**config.mk**
```make
export PLATFORM = sky130hd
export DESIGN_NAME = fpu_ss_x_mem_responder
export DESIGN_NICKNAME = d
export VERILOG_FILES = /design/src/rtl/fpu_ss_x_mem_responder.sv
export SDC_FILE = /design/constraint.sdc
export NUM_CORES = 1
export LEC_CHECK = 0
export ABC_AREA = 0
export CAP_MARGIN = 5
export CORE_AREA = 2 2 135 124
export CTS_CLUSTER_SIZE = 25
export DETAILED_ROUTE_END_ITERATION = 10
export DIE_AREA = 0 0 137 126
export GPL_TIMING_DRIVEN = 0
export PLACE_DENSITY = 0.78
export SETUP_SLACK_MARGIN = 0.1
export SLEW_MARGIN = 20
export SYNTH_ARGS = -nofsm -noshare
export SYNTH_HDL_FRONTEND = slang
export SYNTH_SLANG_ARGS = --single-unit
export TNS_END_PERCENT = 50
```
**constraint.sdc**
```tcl
create_clock -name clk_i -period 2.55 [get_ports clk_i]
set_input_delay 0.51 -clock clk_i [delete_from_list [all_inputs] [get_ports clk_i]]
set_output_delay 0.51 -clock clk_i [all_outputs]
set_load 0.02 [all_outputs]
```
**src/rtl/fpu_ss_x_mem_responder.sv**
```systemverilog
// rtl/fpu_ss_x_mem_responder.sv - cv-x-if memory responder bridging FPU loads/stores onto an OBI-style data bus
//
// The cv-x-if structs travel as flat packed vectors, MSB first:
//   x_mem_req_i    : {id, addr[31:0], mode[1:0], size[1:0], we, wdata, last, spec}
//   x_mem_resp_o   : {exc, exccode[5:0], dbg}
//   x_mem_result_o : {id, rdata, err, dbg}
// size encoding: 0 = byte, 1 = halfword, 2 = word, 3 = doubleword.

module fpu_ss_x_mem_responder #(
   parameter int X_ID_WIDTH      = 4,
   parameter int X_MEM_WIDTH     = 32,
   parameter int MAX_OUTSTANDING = 2
) (
   input  logic                                 clk_i,
   input  logic                                 rst_ni,
   input  logic                                 x_mem_valid_i,
   output logic                                 x_mem_ready_o,
   input  logic [X_ID_WIDTH+X_MEM_WIDTH+38:0]   x_mem_req_i,
   output logic [7:0]                           x_mem_resp_o,
   output logic                                 x_mem_result_valid_o,
   output logic [X_ID_WIDTH+X_MEM_WIDTH+1:0]    x_mem_result_o,
   output logic                                 data_req_o,
   input  logic                                 data_gnt_i,
   output logic [31:0]                          data_addr_o,
   output logic                                 data_we_o,
   output logic [3:0]                           data_be_o,
   output logic [X_MEM_WIDTH-1:0]               data_wdata_o,
   input  logic                                 data_rvalid_i,
   input  logic [X_MEM_WIDTH-1:0]               data_rdata_i,
   input  logic                                 data_err_i
);

   localparam int PTR_W = (MAX_OUTSTANDING > 1) ? $clog2(MAX_OUTSTANDING) : 1;
   localparam int CNT_W = $clog2(MAX_OUTSTANDING + 1);
   localparam int ENT_W = X_ID_WIDTH + 5;

   localparam logic [1:0] SIZE_BYTE   = 2'd0;
   localparam logic [1:0] SIZE_HALF   = 2'd1;
   localparam logic [1:0] SIZE_WORD   = 2'd2;
   localparam logic [1:0] SIZE_DOUBLE = 2'd3;

   localparam logic [5:0] EXC_LOAD_MISALIGNED  = 6'd4;
   localparam logic [5:0] EXC_LOAD_FAULT       = 6'd5;
   localparam logic [5:0] EXC_STORE_MISALIGNED = 6'd6;
   localparam logic [5:0] EXC_STORE_FAULT      = 6'd7;

   typedef enum logic {
      ST_IDLE    = 1'b0,
      ST_PENDING = 1'b1
   } state_t;

   // Only a 32-bit data path and a non-empty FIFO are meaningful.
   if (X_MEM_WIDTH != 32) begin : g_bad_width
      $error("fpu_ss_x_mem_responder supports X_MEM_WIDTH == 32 only");
   end
   if (MAX_OUTSTANDING < 1) begin : g_bad_depth
      $error("fpu_ss_x_mem_responder needs MAX_OUTSTANDING >= 1");
   end

   // Request fields
   logic [X_ID_WIDTH-1:0]  req_id;
   logic [31:0]            req_addr;
   logic [1:0]             req_mode;
   logic [1:0]             req_size;
   logic                   req_we;
   logic [X_MEM_WIDTH-1:0] req_wdata;
   logic                   req_last;
   logic                   req_spec;

   assign req_spec  = x_mem_req_i[0];
   assign req_last  = x_mem_req_i[1];
   assign req_wdata = x_mem_req_i[X_MEM_WIDTH+1:2];
   assign req_we    = x_mem_req_i[X_MEM_WIDTH+2];
   assign req_size  = x_mem_req_i[X_MEM_WIDTH+4:X_MEM_WIDTH+3];
   assign req_mode  = x_mem_req_i[X_MEM_WIDTH+6:X_MEM_WIDTH+5];
   assign req_addr  = x_mem_req_i[X_MEM_WIDTH+38:X_MEM_WIDTH+7];
   assign req_id    = x_mem_req_i[X_ID_WIDTH+X_MEM_WIDTH+38:X_MEM_WIDTH+39];

   // mode, last and spec carry no meaning for this responder.
   logic unused_req_fields;
   assign unused_req_fields = ^{req_mode, req_last, req_spec};

   state_t                 state_q, state_d;
   logic [CNT_W-1:0]       out_cnt_q;
   logic [PTR_W-1:0]       wr_ptr_q, rd_ptr_q;
   logic [ENT_W-1:0]       fifo_q [MAX_OUTSTANDING];

   logic [X_ID_WIDTH-1:0]  lat_id_q;
   logic [31:0]            lat_addr_q;
   logic [1:0]             lat_size_q;
   logic                   lat_we_q;
   logic [3:0]             lat_be_q;
   logic [X_MEM_WIDTH-1:0] lat_wdata_q;

   logic                   res_valid_q;
   logic [X_ID_WIDTH-1:0]  res_id_q;
   logic [X_MEM_WIDTH-1:0] res_rdata_q;
   logic                   res_err_q;

   logic                   can_accept;
   logic                   handshake;
   logic                   accept;
   logic                   push;
   logic                   pop;
   logic                   misaligned;
   logic                   is_double;
   logic                   req_exc;
   logic [5:0]             req_exccode;
   logic [3:0]             fmt_be;
   logic [X_MEM_WIDTH-1:0] fmt_wdata;

   logic [ENT_W-1:0]       head;
   logic                   head_we;
   logic [1:0]             head_off;
   logic [1:0]             head_size;
   logic [X_ID_WIDTH-1:0]  head_id;
   logic [X_MEM_WIDTH-1:0] rdata_shifted;
   logic [X_MEM_WIDTH-1:0] rdata_fmt;

   function automatic logic [PTR_W-1:0] ptr_next(input logic [PTR_W-1:0] p);
      return (p == PTR_W'(MAX_OUTSTANDING - 1)) ? '0 : p + 1'b1;
   endfunction

   // Acceptance is gated by reset so every output reads 0 while rst_ni is low.
   assign can_accept = rst_ni && (state_q == ST_IDLE) &&
                       (out_cnt_q < CNT_W'(MAX_OUTSTANDING));
   assign handshake  = x_mem_valid_i && can_accept;
   assign accept     = handshake && !req_exc;
   assign push       = (state_q == ST_PENDING) && data_gnt_i;
   // An rvalid with nothing outstanding has no owner and is dropped.
   assign pop        = data_rvalid_i && (out_cnt_q != '0);

   // Classify the incoming request: alignment and unsupported size.
   always_comb begin
      misaligned = 1'b0;
      is_double  = 1'b0;
      case (req_size)
         SIZE_HALF:   misaligned = req_addr[0];
         SIZE_WORD:   misaligned = (req_addr[1:0] != 2'b00);
         SIZE_DOUBLE: is_double  = 1'b1;
         default:     misaligned = 1'b0;
      endcase
      req_exc = misaligned || is_double;
      if (is_double) begin
         req_exccode = req_we ? EXC_STORE_FAULT : EXC_LOAD_FAULT;
      end else begin
         req_exccode = req_we ? EXC_STORE_MISALIGNED : EXC_LOAD_MISALIGNED;
      end
   end

   // Lane-align byte enables and replicate narrow store data across the word.
   always_comb begin
      fmt_be    = 4'b1111;
      fmt_wdata = req_wdata;
      case (req_size)
         SIZE_BYTE: begin
            fmt_be    = 4'b0001 << req_addr[1:0];
            fmt_wdata = {4{req_wdata[7:0]}};
         end
         SIZE_HALF: begin
            fmt_be    = 4'b0011 << req_addr[1:0];
            fmt_wdata = {2{req_wdata[15:0]}};
         end
         default: begin
            fmt_be    = 4'b1111;
            fmt_wdata = req_wdata;
         end
      endcase
   end

   // FSM state register.
   always_ff @(posedge clk_i or negedge rst_ni) begin
      if (!rst_ni) begin
         state_q <= ST_IDLE;
      end else begin
         state_q <= state_d;
      end
   end

   // FSM next state: a legal request opens a bus access, a grant closes it.
   always_comb begin
      state_d = state_q;
      case (state_q)
         ST_IDLE:    if (accept) state_d = ST_PENDING;
         ST_PENDING: if (data_gnt_i) state_d = ST_IDLE;
         default:    state_d = ST_IDLE;
      endcase
   end

   // FSM outputs: handshake response in IDLE, held bus request in PENDING.
   always_comb begin
      x_mem_ready_o = 1'b0;
      x_mem_resp_o  = 8'h00;
      data_req_o    = 1'b0;
      data_addr_o   = 32'h0;
      data_we_o     = 1'b0;
      data_be_o     = 4'h0;
      data_wdata_o  = '0;
      case (state_q)
         ST_IDLE: begin
            x_mem_ready_o = can_accept;
            if (handshake && req_exc) begin
               x_mem_resp_o = {1'b1, req_exccode, 1'b0};
            end
         end
         ST_PENDING: begin
            data_req_o   = 1'b1;
            data_addr_o  = lat_addr_q;
            data_we_o    = lat_we_q;
            data_be_o    = lat_be_q;
            data_wdata_o = lat_wdata_q;
         end
         default: data_req_o = 1'b0;
      endcase
   end

   // Capture an accepted request so the bus sees stable values until grant.
   always_ff @(posedge clk_i or negedge rst_ni) begin
      if (!rst_ni) begin
         lat_id_q    <= '0;
         lat_addr_q  <= '0;
         lat_size_q  <= '0;
         lat_we_q    <= 1'b0;
         lat_be_q    <= '0;
         lat_wdata_q <= '0;
      end else if (accept) begin
         lat_id_q    <= req_id;
         lat_addr_q  <= req_addr;
         lat_size_q  <= req_size;
         lat_we_q    <= req_we;
         lat_be_q    <= fmt_be;
         lat_wdata_q <= fmt_wdata;
      end
   end

   // Metadata FIFO of granted accesses and the outstanding counter that tracks its fill.
   always_ff @(posedge clk_i or negedge rst_ni) begin
      if (!rst_ni) begin
         wr_ptr_q  <= '0;
         rd_ptr_q  <= '0;
         out_cnt_q <= '0;
         for (int i = 0; i < MAX_OUTSTANDING; i++) begin
            fifo_q[i] <= '0;
         end
      end else begin
         if (push) begin
            fifo_q[wr_ptr_q] <= {lat_id_q, lat_size_q, lat_addr_q[1:0], lat_we_q};
            wr_ptr_q         <= ptr_next(wr_ptr_q);
         end
         if (pop) begin
            rd_ptr_q <= ptr_next(rd_ptr_q);
         end
         case ({push, pop})
            2'b10:   out_cnt_q <= out_cnt_q + 1'b1;
            2'b01:   out_cnt_q <= out_cnt_q - 1'b1;
            default: out_cnt_q <= out_cnt_q;
         endcase
      end
   end

   assign head      = fifo_q[rd_ptr_q];
   assign head_we   = head[0];
   assign head_off  = head[2:1];
   assign head_size = head[4:3];
   assign head_id   = head[ENT_W-1:5];

   assign rdata_shifted = data_rdata_i >> {head_off, 3'b000};

   // Extract the addressed lane of the returned word; stores return zero.
   always_comb begin
      case (head_size)
         SIZE_BYTE: rdata_fmt = {24'h0, rdata_shifted[7:0]};
         SIZE_HALF: rdata_fmt = {16'h0, rdata_shifted[15:0]};
         default:   rdata_fmt = rdata_shifted;
      endcase
      if (head_we) begin
         rdata_fmt = '0;
      end
   end

   // Result stage: one-cycle pulse registered from the bus response.
   always_ff @(posedge clk_i or negedge rst_ni) begin
      if (!rst_ni) begin
         res_valid_q <= 1'b0;
         res_id_q    <= '0;
         res_rdata_q <= '0;
         res_err_q   <= 1'b0;
      end else begin
         res_valid_q <= pop;
         if (pop) begin
            res_id_q    <= head_id;
            res_rdata_q <= rdata_fmt;
            res_err_q   <= data_err_i;
         end
      end
   end

   assign x_mem_result_valid_o = res_valid_q;
   assign x_mem_result_o       = res_valid_q ? {res_id_q, res_rdata_q, res_err_q, 1'b0} : '0;

   // Flag bus responses that arrive with nothing outstanding.
   always_ff @(posedge clk_i) begin
      if (rst_ni && data_rvalid_i) begin
         assert (out_cnt_q != '0)
            else $warning("stray data_rvalid_i with nothing outstanding, ignored");
      end
   end

endmodule

```
**After elaboration in Yosys (flattened, before gate mapping)**

Cells that the tools add are included.

- Logic and storage cells: 81
- Input bits: 113
- Register bits after elaboration: 136

- Reduce and logical (&&, ||, !) cells: 15
- Shifts and indexed selects: 3
- Add/sub/neg operators: 4
- Bitwise logic cells: 3
- Equal/unequal tests: 6
- Mux-type cells: 30
- Order comparisons: 4

Operators by type and width:

| kind | count |
|---|---|
| 32-bit case mux with 2 select lines | 2 |
| 32-bit 2-to-1 mux | 3 |
| 38-bit 2-to-1 mux | 1 |
| 9-bit 2-to-1 mux | 4 |
| 32-bit by 5-bit >> shifter with 32-bit output | 1 |
| 18-bit bitwise mux | 1 |
| 8-bit 2-to-1 mux | 2 |
| 9-bit demux with 1-bit select | 1 |
| 1-bit logical AND | 8 |
| 1-bit 2-to-1 mux | 8 |
| 4-bit case mux with 2 select lines | 1 |
| 2-bit by 1-bit == test with 1-bit output (second input constant) | 3 |
| 2-bit == test (second input constant) | 3 |
| 2-bit 2-to-1 mux | 3 |
| 2-bit nonzero test | 3 |
| 2-bit >= comparator (second input constant) | 2 |
| 2-bit zero test | 2 |
| 4-bit 2-to-1 mux | 1 |
| 1-bit inverter with 2-bit output | 2 |
| 1-bit case mux with 2 select lines | 2 |
| 2-bit case mux with 2 select lines | 1 |
| 1-bit by 2-bit left shift with 4-bit output (first input constant) | 1 |
| 2-bit by 2-bit left shift with 4-bit output (first input constant) | 1 |
| 1-bit adder (second input constant) | 2 |
| 7 further kinds | 7 |

**Logic depth before layout (Yosys ltp)**

- Word-level depth: 7
- Mapped depth: 8
- Depth with buffers taken out: 6

**Worst setup path after synthesis**

OpenSTA, ideal clock, no wires.

- Kind: register -> output
- From: register state_q
- To: output x_mem_resp_o[7]
- Stages on the path, launching flop included: 6
- Required time: 2.040 ns
- Arrival: 1.628 ns
- Setup slack: 0.412 ns
- Buffers on the path: 2
- Cell sequence: dfrtp_1 buf_6 nor3b_4 nand2_1 nor2_1 buf_4

- Longest elaborated chain between the ends: 7

Ends and longest elaborated chain:

| element | RTL line | source |
|---|---|---|
| start: declaration | 83 | `state_t state_q, state_d;` |
| start signal: assignment | 176 | `state_q <= state_d;` |
| 1-bit inverter | -- |  |
| 1-bit logical AND (2 in series) | 125 | `assign can_accept = rst_ni && (state_q == ST_IDLE) &&` |
| 1-bit logical AND | 127 | `assign handshake = x_mem_valid_i && can_accept;` |
| 1-bit logical AND | 202 | `if (handshake && req_exc) begin` |
| 8-bit 2-to-1 mux | 202 |  |
| 8-bit 2-to-1 mux (*) | 199 | `case (state_q)` |
| end: declaration | 19 | `output logic [7:0] x_mem_resp_o,` |

Mark *: on every way between the ends. The rest lies on a longest branch, timed or not.

**Worst setup path in the final report**

- From: register state_q
- To: output data_wdata_o[3]

- Longest elaborated chain between the ends: 1

Ends and longest elaborated chain:

| element | RTL line | source |
|---|---|---|
| 32-bit 2-to-1 mux | 199 |  |
| end: declaration | 27 | `output logic [X_MEM_WIDTH-1:0] data_wdata_o,` |

Every way passes these cells.

==> out/results.ini <==
[clocking]
cts_tree = built
clkLatencyLatePin_ps = 420
cts_made_buffers = 17
cts_buffer_depth = 2
cts_sinks = 136
cts_root_buf = clkbuf_16
clk_pin_slew_ps = 60
h-tree-depth = 4

[place]
pre_cts_slack_ps = -592.2
hpwl_um = 15070
io_buffer_count = 221
gp_congestion = 0.8970
place_area_um2 = 9802

[synth]
ys_warn_count = 0
yosys-top-cells-count = dfrtp_1 (136), and2_1 (107), a21oi_1 (56)
ys_ff_latch = 136
synth.largest_area_cell = dfrtp_1
syn_area_um2 = 7283
netlist_instances = 655
synth_cell_types = 40
synth_most_common_cell = dfrtp_1
synth_edf_count = 0
syn-mean-instance-area_um2 = 11.12
ys.flop_type = dfrtp_1
yosysSeqAreaShare_pct = 46.73
synth_top_area_share_pct = 46.73
synthTopCellsByArea = dfrtp_1 (47%), and2_1 (9.2%), mux2_2 (8.5%), mux2_4 (8.0%), a21oi_1 (3.8%)
async_flop_share_pct = 100.0

[pwr]
ir_worst_vdd_mv = 0.5840
p_per_area_nw_per_um2 = 1051
p_leak_nw = 5.178

[floorplan]
num_io_pins = 231
core_area_um2 = 15860
die_h_um = 126
start_util_pct = 45.94
die_w_um = 137
die-area_um2 = 17260
num_rows = 44

[routing]
wirelength_um = 20940
detail-route-antenna-nets = 0
vias = 5985
drc_errors = 0
wl_per_cell_um = 18.60
drt_iter0_drc = 392
first_pass_iters = 5
drt-vias-per-instance = 5.315

[global_route]
gr-total-overflow = 0
antenna_found_initial = 3
grt_pass1_vias = 6043
grt_max_degree = 49
grt_pass1_wl_um = 32400
grt_usage_pct = 24.46

[worst_setup_path]
crit_path_end_kind = output pin
crit_fanout = 10
arrival_ps = 1900
cp-start-kind = flip-flop
cp.required_ps = 2040
crit_type = reg2out

[sta]
fin_setup_tns_ps = 0
rsz0062_at_grt = true
hold_slack_ps = 40.40
tightest_slew_ps = 667.7
max_slew_margin_pct = 55.32
slew_viol_final = 0
fmax_mhz = 414.6
hold_viol = 0
min_period_ps = 2412
finalSetupViolations = 0
worst_slack_ps = 138.2
clock_skew_ps = 6.939
fin_crit_sh_pct = 94.58

[final_layout]
synthToLayoutAreaGrowth_pct = 45.30
fin_util_pct = 66.75
final_nets = 1023
drive_gt1_share_pct = 18.65
fin_area_um2 = 10580
nFillCells = 1258

[run_status]
status = complete, no violations

[worst_hold_path]
hp-class = in2async

[flow_run]
cap_viol_max_count = 0

[path summary, 6_finish.rpt]
check | to | slack [ps] | startpoint | cells past startpoint
worst max register to register | res_rdata_q[6]$_DFFE_PN0P_ | 410 | rd_ptr_q$_DFFE_PN0P_ | 5
max in group asynchronous | x_mem_result_valid_o$_DFF_PN0_ | 2110 | rst_ni | 2
worst min register to register | res_rdata_q[21]$_DFFE_PN0P_ | 480 | res_rdata_q[21]$_DFFE_PN0P_ | 2
min in group clk_i | res_rdata_q[21]$_DFFE_PN0P_ | 480 | res_rdata_q[21]$_DFFE_PN0P_ | 2
worst min-delay path | lat_addr_q[1]$_DFFE_PN0P_ | 40 | rst_ni | 2
worst max-delay path | data_wdata_o[3] | 140 | state_q$_DFF_PN0_ | 4
[state kept, by name, summed over array words and instances, names as in the netlist]
| name | count |
|---|---|
| fifo_q | 18 |
| lat_addr_q | 32 |
| lat_be_q | 4 |
| lat_id_q | 4 |
| lat_size_q | 2 |
| lat_wdata_q | 32 |
| lat_we_q | 1 |
| out_cnt_q | 2 |
| rd_ptr_q | 1 |
| res_err_q | 1 |
| res_id_q | 4 |
| res_rdata_q | 32 |
| state_q | 1 |
| wr_ptr_q | 1 |
| x_mem_result_valid_o | 1 |
[per-stage QoR]
stage | total power [W] | std cells
after global routing | 0.01172 | 1125
after CTS | 0.01114 | 1123
after floorplan | 0.006679 | 659
after global placement | 0.008235 | 1087
final | 0.01112 | 1126
after detailed placement | 0.008352 | 1088
[metal layers]
metal,wire [um],part of all wire (%),track usage (%),up-vias
met3,1803,8.6,8.494,25
met4,303,1.4,6.428,2
li1,-,-,-,2821
met2,10000,48,39.65,240
met1,8817,42,31.23,2897
met5,11,0.053,0,-
[critical path, cell delays in order, from the launching register on]
cell	delay (ps)
dfrtp_1	360
buf_6	160
clkbuf_2	200
and2_1	150
clkdlybuf4s50_1	600
[what timing repair did]
item	in CTS	in global routing
endpoints found under the setup margin	112	53
hold buffers	1	0
gates cloned	2	0
setup buffers	0	1
hold endpoints to repair	40	0
pin swaps	1	0
gates resized for setup	79	17
[cell families after synthesis]
family | share of synthesized area [%]
and+or+nand+nor | 13.49
AOI/OAI and AO/OA | 15.51
DFF | 46.73
muxes | 18.52
buffers and inverters | 4.192
adders and majority gates | 1.031
xor gates and xnor gates | 0.4811
other | 0.05149
[layout make-up]
| cell class | count | area (um^2) | share of cell area (%) |
|---|---|---|---|
| clock inverters | 10 | 188.9 | 1.785 |
| repair buffers | 226 | 2318 | 21.91 |
| flip-flops and latches | 136 | 3405 | 32.17 |
| plain buffers | 54 | 299.0 | 2.826 |
| diodes | 2 | 5.005 | 0.04729 |
| inverters | 7 | 26.28 | 0.2483 |
| multi-input cells | 462 | 3597 | 33.99 |
| clock buffers | 22 | 484.2 | 4.576 |
| well taps | 207 | 259.0 | 2.447 |
[cells in the final DEF, fill, tap and decap left out, types with 8 or more instances in the layout]
cell type | netlist | layout
a211oi_1 | 8 | 8
clkbuf_1 | 31 | 22
mux2_2 | 55 | 55
dlymetal6s2s_1 | 0 | 15
a311oi_1 | 8 | 8
mux2_4 | 39 | 39
o21ai_0 | 22 | 22
nand2_1 | 40 | 40
dlygate4sd2_1 | 0 | 53
nor2b_1 | 9 | 9
clkdlybuf4s50_1 | 0 | 149
a21o_1 | 10 | 10
dfrtp_1 | 136 | 135
a32o_1 | 16 | 16
a22o_1 | 24 | 24
a21oi_1 | 56 | 55
buf_2 | 7 | 9
clkbuf_16 | 0 | 17
mux2i_1 | 13 | 13
and2_1 | 107 | 107
a21boi_0 | 14 | 14
[where the power goes]
group	leakage [nW]	switching [W]	internal, W	total, W
logic	3.17	0.00225	0.00232	0.00457
registers	1.68	0.000583	0.00317	0.00375
clock network	0.327	0.000955	0.00185	0.00280
Power figures use the tool's default switching activity.
